**src/rtl/mult_div_pkg.sv**
```systemverilog
//------------------------------------------------------------------------------
// Module   : mult_div_pkg
// Brief    : Shared FSM encoding and sizing constants for mult_div_unit.
// Revision : 1.0
//------------------------------------------------------------------------------
`default_nettype none

package mult_div_pkg;

    localparam int c_DEFAULT_WIDTH = 32;

    typedef enum logic [1:0] {
        ST_IDLE = 2'd0,
        ST_MULT = 2'd1,
        ST_DIV  = 2'd2
    } state_t;

    function automatic int step_cnt_width(input int width);
        return (width > 1) ? $clog2(width) : 1;
    endfunction

    localparam int c_STEP_CNT_W = step_cnt_width(c_DEFAULT_WIDTH);

endpackage

`default_nettype wire

```
**src/rtl/mult_div_unit_div_step.sv**
```systemverilog
//------------------------------------------------------------------------------
// Module   : div_step
// Brief    : One combinational restoring-division step (shift, trial subtract).
// Revision : 1.0
//------------------------------------------------------------------------------
`default_nettype none

module div_step
    import mult_div_pkg::*;
#(
    parameter int WIDTH = c_DEFAULT_WIDTH
) (
    input  logic [WIDTH-1:0] rem_in,
    input  logic             bit_in,
    input  logic [WIDTH-1:0] divisor,
    output logic [WIDTH-1:0] rem_out,
    output logic             q_bit
);

    logic [WIDTH:0]   w_shifted;
    logic [WIDTH-1:0] w_diff;

    assign w_shifted = {rem_in, bit_in};
    assign q_bit     = (w_shifted >= {1'b0, divisor});
    // When the subtract succeeds the true difference is below divisor, so W bits suffice.
    assign w_diff    = w_shifted[WIDTH-1:0] - divisor;
    assign rem_out   = q_bit ? w_diff : w_shifted[WIDTH-1:0];

endmodule

`default_nettype wire

```
**src/rtl/mult_div_unit.sv**
```systemverilog
//------------------------------------------------------------------------------
// Module   : mult_div_unit
// Brief    : Iterative signed multiply (radix-2 Booth) / divide (restoring).
//            Optional macro DIV_ZERO_EXC_EN: early exit with div_zero on b=0.
// Revision : 1.0
//------------------------------------------------------------------------------
`default_nettype none

module mult_div_unit
    import mult_div_pkg::*;
#(
    parameter int WIDTH = c_DEFAULT_WIDTH
) (
    input  logic             clk,
    input  logic             reset,
    input  logic             start_mult,
    input  logic             start_div,
    input  logic [WIDTH-1:0] a,
    input  logic [WIDTH-1:0] b,
    output logic [WIDTH-1:0] hi,
    output logic [WIDTH-1:0] lo,
    output logic             busy,
    output logic             done,
    output logic             div_zero
);

    localparam int c_CNT_W = (WIDTH == c_DEFAULT_WIDTH) ? c_STEP_CNT_W : step_cnt_width(WIDTH);
    localparam logic [c_CNT_W-1:0] c_LAST = c_CNT_W'(WIDTH - 1);

    state_t           r_state;
    state_t           w_next_state;
    logic [c_CNT_W-1:0] r_cnt;
    logic [WIDTH:0]   r_acc;
    logic [WIDTH-1:0] r_q;
    logic [WIDTH-1:0] r_m;
    logic [WIDTH-1:0] r_rem;
    logic             r_q_m1;
    logic             r_neg_q;
    logic             r_neg_r;

    logic             w_last;
    logic             w_dz_exit;
    logic [WIDTH:0]   w_m_ext;
    logic [WIDTH:0]   w_booth_sum;
    logic [WIDTH-1:0] w_abs_a;
    logic [WIDTH-1:0] w_abs_b;
    logic [WIDTH-1:0] w_rem_next;
    logic             w_q_bit;
    logic [WIDTH-1:0] w_quot;

    assign busy    = (r_state != ST_IDLE);
    assign w_last  = (r_cnt == c_LAST);
    assign w_abs_a = a[WIDTH-1] ? -a : a;
    assign w_abs_b = b[WIDTH-1] ? -b : b;
    // One guard bit keeps acc +/- M from overflowing when M is the most negative value.
    assign w_m_ext = {r_m[WIDTH-1], r_m};
    assign w_quot  = {r_q[WIDTH-2:0], w_q_bit};

    always_comb begin
        w_booth_sum = r_acc;
        case ({r_q[0], r_q_m1})
            2'b01:   w_booth_sum = r_acc + w_m_ext;
            2'b10:   w_booth_sum = r_acc - w_m_ext;
            default: w_booth_sum = r_acc;
        endcase
    end

    div_step #(
        .WIDTH   (WIDTH)
    ) u_div_step (
        .rem_in  (r_rem),
        .bit_in  (r_q[WIDTH-1]),
        .divisor (r_m),
        .rem_out (w_rem_next),
        .q_bit   (w_q_bit)
    );

`ifdef DIV_ZERO_EXC_EN
    logic r_b_zero;
    logic r_div_zero;

    always_ff @(posedge clk) begin
        if (reset) begin
            r_b_zero   <= 1'b0;
            r_div_zero <= 1'b0;
        end else begin
            r_div_zero <= w_dz_exit;
            if (r_state == ST_IDLE && !start_mult && start_div) begin
                r_b_zero <= (b == '0);
            end
        end
    end

    assign w_dz_exit = (r_state == ST_DIV) && r_b_zero;
    assign div_zero  = r_div_zero;
`else
    assign w_dz_exit = 1'b0;
    assign div_zero  = 1'b0;
`endif

    always_ff @(posedge clk) begin
        if (reset) begin
            r_state <= ST_IDLE;
        end else begin
            r_state <= w_next_state;
        end
    end

    always_comb begin
        w_next_state = r_state;
        case (r_state)
            ST_IDLE: begin
                if (start_mult) begin
                    w_next_state = ST_MULT;
                end else if (start_div) begin
                    w_next_state = ST_DIV;
                end
            end
            ST_MULT: begin
                if (w_last) begin
                    w_next_state = ST_IDLE;
                end
            end
            ST_DIV: begin
                if (w_last || w_dz_exit) begin
                    w_next_state = ST_IDLE;
                end
            end
            default: w_next_state = ST_IDLE;
        endcase
    end

    always_ff @(posedge clk) begin
        if (reset) begin
            r_cnt   <= '0;
            r_acc   <= '0;
            r_q     <= '0;
            r_m     <= '0;
            r_rem   <= '0;
            r_q_m1  <= 1'b0;
            r_neg_q <= 1'b0;
            r_neg_r <= 1'b0;
            hi      <= '0;
            lo      <= '0;
            done    <= 1'b0;
        end else begin
            done <= 1'b0;
            case (r_state)
                ST_IDLE: begin
                    if (start_mult) begin
                        r_acc  <= '0;
                        r_q    <= a;
                        r_m    <= b;
                        r_q_m1 <= 1'b0;
                        r_cnt  <= '0;
                    end else if (start_div) begin
                        r_rem   <= '0;
                        r_q     <= w_abs_a;
                        r_m     <= w_abs_b;
                        r_neg_q <= a[WIDTH-1] ^ b[WIDTH-1];
                        r_neg_r <= a[WIDTH-1];
                        r_cnt   <= '0;
                    end
                end
                ST_MULT: begin
                    r_acc  <= {w_booth_sum[WIDTH], w_booth_sum[WIDTH:1]};
                    r_q    <= {w_booth_sum[0], r_q[WIDTH-1:1]};
                    r_q_m1 <= r_q[0];
                    r_cnt  <= r_cnt + c_CNT_W'(1);
                    if (w_last) begin
                        hi   <= w_booth_sum[WIDTH:1];
                        lo   <= {w_booth_sum[0], r_q[WIDTH-1:1]};
                        done <= 1'b1;
                    end
                end
                ST_DIV: begin
                    if (w_dz_exit) begin
                        done <= 1'b1;
                    end else begin
                        r_rem <= w_rem_next;
                        r_q   <= w_quot;
                        r_cnt <= r_cnt + c_CNT_W'(1);
                        if (w_last) begin
                            lo   <= r_neg_q ? -w_quot : w_quot;
                            hi   <= r_neg_r ? -w_rem_next : w_rem_next;
                            done <= 1'b1;
                        end
                    end
                end
                default: done <= 1'b0;
            endcase
        end
    end

endmodule

`default_nettype wire
```
**config.mk**
```make
export PLATFORM = sky130hd
export DESIGN_NAME = mult_div_unit
export DESIGN_NICKNAME = d
export VERILOG_FILES = /design/src/rtl/mult_div_pkg.sv /design/src/rtl/mult_div_unit_div_step.sv /design/src/rtl/mult_div_unit.sv
export SDC_FILE = /design/constraint.sdc
export NUM_CORES = 1
export LEC_CHECK = 0
export ABC_CLOCK_PERIOD_IN_PS = 10000
export CAP_MARGIN = 20
export CORE_AREA = 8 8 174 217
export CTS_CLUSTER_SIZE = 28
export DETAILED_ROUTE_END_ITERATION = 8
export DIE_AREA = 0 0 182 225
export PLACE_DENSITY = 0.69
export SLEW_MARGIN = 20
export SYNTH_ARGS = -nofsm -noshare
export SYNTH_HDL_FRONTEND = slang
export SYNTH_SLANG_ARGS = --single-unit
```
**constraint.sdc**
```tcl
create_clock -name clk -period 10 [get_ports clk]
set_input_delay 1 -clock clk [delete_from_list [all_inputs] [get_ports clk]]
set_output_delay 1 -clock clk [all_outputs]
set_load 0.02 [all_outputs]
```
==> results.sh <==
export IMPL_status="completed"
export IMPL_finalCritPeriodShare=0.585
export IMPL_die_w_um=182
export IMPL_grt_pass1_wl_um=94000
export IMPL_pwr_share_clk=0.280
export IMPL_gr_total_overflow=0
export IMPL_wl_per_cell_um=22.6
export IMPL_cts_buffer_depth=3
export IMPL_yosysSeqAreaShare=0.249
export IMPL_num_fill_cells=3319
export IMPL_netSwitchingPower_w=0.00160
export IMPL_final_cell_mix="nor2_1 (286), nand2_1 (210), dfxtp_1 (203)"
export IMPL_timing_hold_worst_endpoint="r_cnt[4]"
export IMPL_track_usage=0.289
export IMPL_rows=76
export IMPL_reg2reg_slack_ns=4.15
export IMPL_p_comb_frac=0.445
export IMPL_setup_viol=0
export IMPL_insertion_delay_ns=0.56
export IMPL_synth_area_um2=16300
export IMPL_post_place_ws_ns=4.34
export IMPL_antenna_found_initial=1
export IMPL_clkTransAtPathRegs_ns=0.06
export IMPL_post_dp_cell_area_um2=17700
export IMPL_ys_seq_elements=203
export IMPL_r2r_start="r_m[9]"
export IMPL_async_reset_ff_frac=0
export IMPL_drc=0
export IMPL_post_route_min_period_ns=5.85
export IMPL_grt_start_max_net_pins=117
export IMPL_worst_ep_arrival_time_ns=6.31
export IMPL_drt_first_pass_iters=6
export IMPL_hp_start="r_cnt[4]"
export IMPL_die_area_um2=41000
export IMPL_power_density_nw_per_um2=198
export IMPL_vias=16800
export IMPL_syn_avg_cell_area_um2=7.35
export IMPL_p_int_w=0.00210
export IMPL_area_growth_pct=14.4
export IMPL_syn_inst=2218
export IMPL_power_w=0.00370
export IMPL_cts_root_buf="clkbuf_16"
export IMPL_cts_buffers=25
export IMPL_holdPathStages=2
export IMPL_syn_nets=2364
export IMPL_timing_final_hold_violations=0
export IMPL_finalWeightedCongestion=0.991
export IMPL_mostFrequentLayoutCell="nor2_1"
export IMPL_fin_tns_setup_ns=0
export IMPL_grt_setup_unrepaired="false"
export IMPL_cts_tree="built"
export IMPL_initial_utilization=0.476
export IMPL_r2r_end="hi[30]"
export IMPL_drtIter0Drc=1435
export IMPL_cts_resized=0
export IMPL_pin_count=135
export IMPL_finClkSkew_ns=0.0242
export IMPL_holdBufCountCts=0
export IMPL_worstRegToRegCells=18
export IMPL_htreeDepth=1
export IMPL_cap_viol_max_count=0
export IMPL_p_seq_frac=0.275
export IMPL_cts_setup_buffers=0
export IMPL_fmax_mhz=171
export IMPL_vdd_drop_max_v=0.000168
export IMPL_ys_warn_count=0
export IMPL_design_area_um2=18600
export IMPL_routed_wl_um=60800
export IMPL_nets=2381
export IMPL_die_y_um=225
export IMPL_power_leakage_nw=6.88
export IMPL_io_buffers=133
export IMPL_setup_ws_ns=4.15
export IMPL_drive_gt1_frac=0.0497
export IMPL_utilization=0.545
export IMPL_grt_pass1_vias=16200
export IMPL_worstSetupPathType="reg2reg"
export IMPL_hpwl_um=45900
export IMPL_cts_sinks=203
export IMPL_hold_path_class="reg2reg"
export IMPL_worst_ep_required_time_ns=10.46
export IMPL_tightest_slew_ns=1.14
export IMPL_critPathLaunchType="flip-flop"
export IMPL_crit_fanout=42
export IMPL_core_um2=34200
export IMPL_slew_headroom=0.230
export IMPL_n_antenna_cell=0
export IMPL_via_per_inst=6.25
export IMPL_switching_share=0.433
export IMPL_ant_nets=0
export IMPL_drv_slew=0
export IMPL_synth_cell_type_count=89
export IMPL_ys_flop_type="dfxtp_1"
export IMPL_synth_edf_count=0
export IMPL_cp_end_kind="flip-flop"
==> Yosys cell counts, types with 11 or more instances <==
cell type / count / area share
buf_2: 11 / 0.0034
a311oi_1: 13 / 0.0070
or3_1: 19 / 0.0073
inv_1: 71 / 0.016
a21oi_1: 197 / 0.061
nand4_1: 21 / 0.0081
o211ai_1: 46 / 0.021
nand2_1: 210 / 0.048
a22oi_1: 73 / 0.034
clkbuf_1: 137 / 0.032
mux2_2: 15 / 0.010
nor2b_1: 19 / 0.0073
o21a_1: 17 / 0.0078
nor4_1: 17 / 0.0065
a211oi_1: 85 / 0.039
nand2b_1: 26 / 0.010
a31oi_1: 36 / 0.014
xnor2_1: 99 / 0.053
nand3_1: 35 / 0.011
a21o_1: 35 / 0.016
xor2_1: 79 / 0.042
nor3_1: 52 / 0.016
dfxtp_1: 203 / 0.25
o21ai_0: 102 / 0.031
nor2_1: 289 / 0.067
ha_1: 76 / 0.058
mux2i_1: 25 / 0.015
o31ai_1: 31 / 0.014
==> layout make-up <==
cell class / instances / area (um2) / area share
clock buffer: 30 / 664 / 0.0356
timing repair buffer: 151 / 1470 / 0.0787
clock inverter: 16 / 249 / 0.0134
sequential: 203 / 4060 / 0.218
inverter: 74 / 278 / 0.0149
tap: 429 / 537 / 0.0288
multi-input combinational: 1780 / 11400 / 0.611
==> worst max path at each step <==
stage / end / cells after the start / from
3_5_place_dp: hi[30] / 18 / r_m[9]
4_1_cts: hi[30] / 18 / r_m[9]
6_report: hi[30] / 18 / r_m[9]
2_1_floorplan: hi[30] / 20 / r_m[6]
3_3_place_gp: hi[30] / 18 / r_m[9]
5_1_grt: hi[30] / 18 / r_m[9]
==> sequential cells by signal (all words and copies together), names as in the netlist <==
signal,flops
lo,32
r_cnt,5
r_q,32
hi,32
done,1
r_neg_q,1
r_acc,32
r_q_m1,1
r_rem,32
r_state,2
r_m,32
r_neg_r,1
==> per-layer routing <==
| metal | wire (um) | share of wire | GRT usage |
|---|---|---|---|
| met5 | 0 | 0 | 0 |
| met4 | 3970 | 0.065 | 0.179 |
| met3 | 4030 | 0.066 | 0.0456 |
| met2 | 28600 | 0.47 | 0.490 |
| met1 | 24200 | 0.40 | 0.339 |
==> kinds of logic after synthesis <==
logic type | count (synthesis) | synth area share
AND/OR/NAND/NOR | 751 | 0.212
AO/OA/AOI/OAI | 731 | 0.299
buffers and inverters | 235 | 0.0557
flip-flops | 203 | 0.249
XOR/XNOR | 178 | 0.0957
adder cells (fa/ha/maj) | 78 | 0.0608
multiplexers | 41 | 0.0266
other | 1 | 0.000230
==> critical path, cell delays in order (launching register included) <==
cell	delay, ns
dfxtp_1	0.40
inv_1	0.10
ha_1	0.53
nand4_1	0.32
nor4_1	0.36
nand3_1	0.14
a21o_1	0.21
and3_1	0.39
nand2_4	0.56
mux2_2	0.42
inv_1	0.06
ha_1	0.22
nand2_1	0.06
nor3_1	0.34
a31oi_1	0.35
nor4_4	0.51
nand4_1	0.18
mux2_4	0.33
a221oi_2	0.25
==> power by group through the flow <==
stage,Sequential (W),Clock [W],Combinational (W)
global route,0.00103,0.00108,0.00179
global placement,0.00103,0,0.00160
floorplan,0.000966,0,0.00121
detailed placement,0.00103,0,0.00161
CTS,0.00101,0.00105,0.00162
finish,0.00102,0.00103,0.00164
==> stage by stage <==
step,hold WS (ns),std cells
after CTS,0.461,2683
final,0.461,2683
after global placement,0.444,2637
after floorplan,0.436,2218
after global routing,0.480,2683
after detailed placement,0.452,2637
Power figures use the tool's default switching activity.
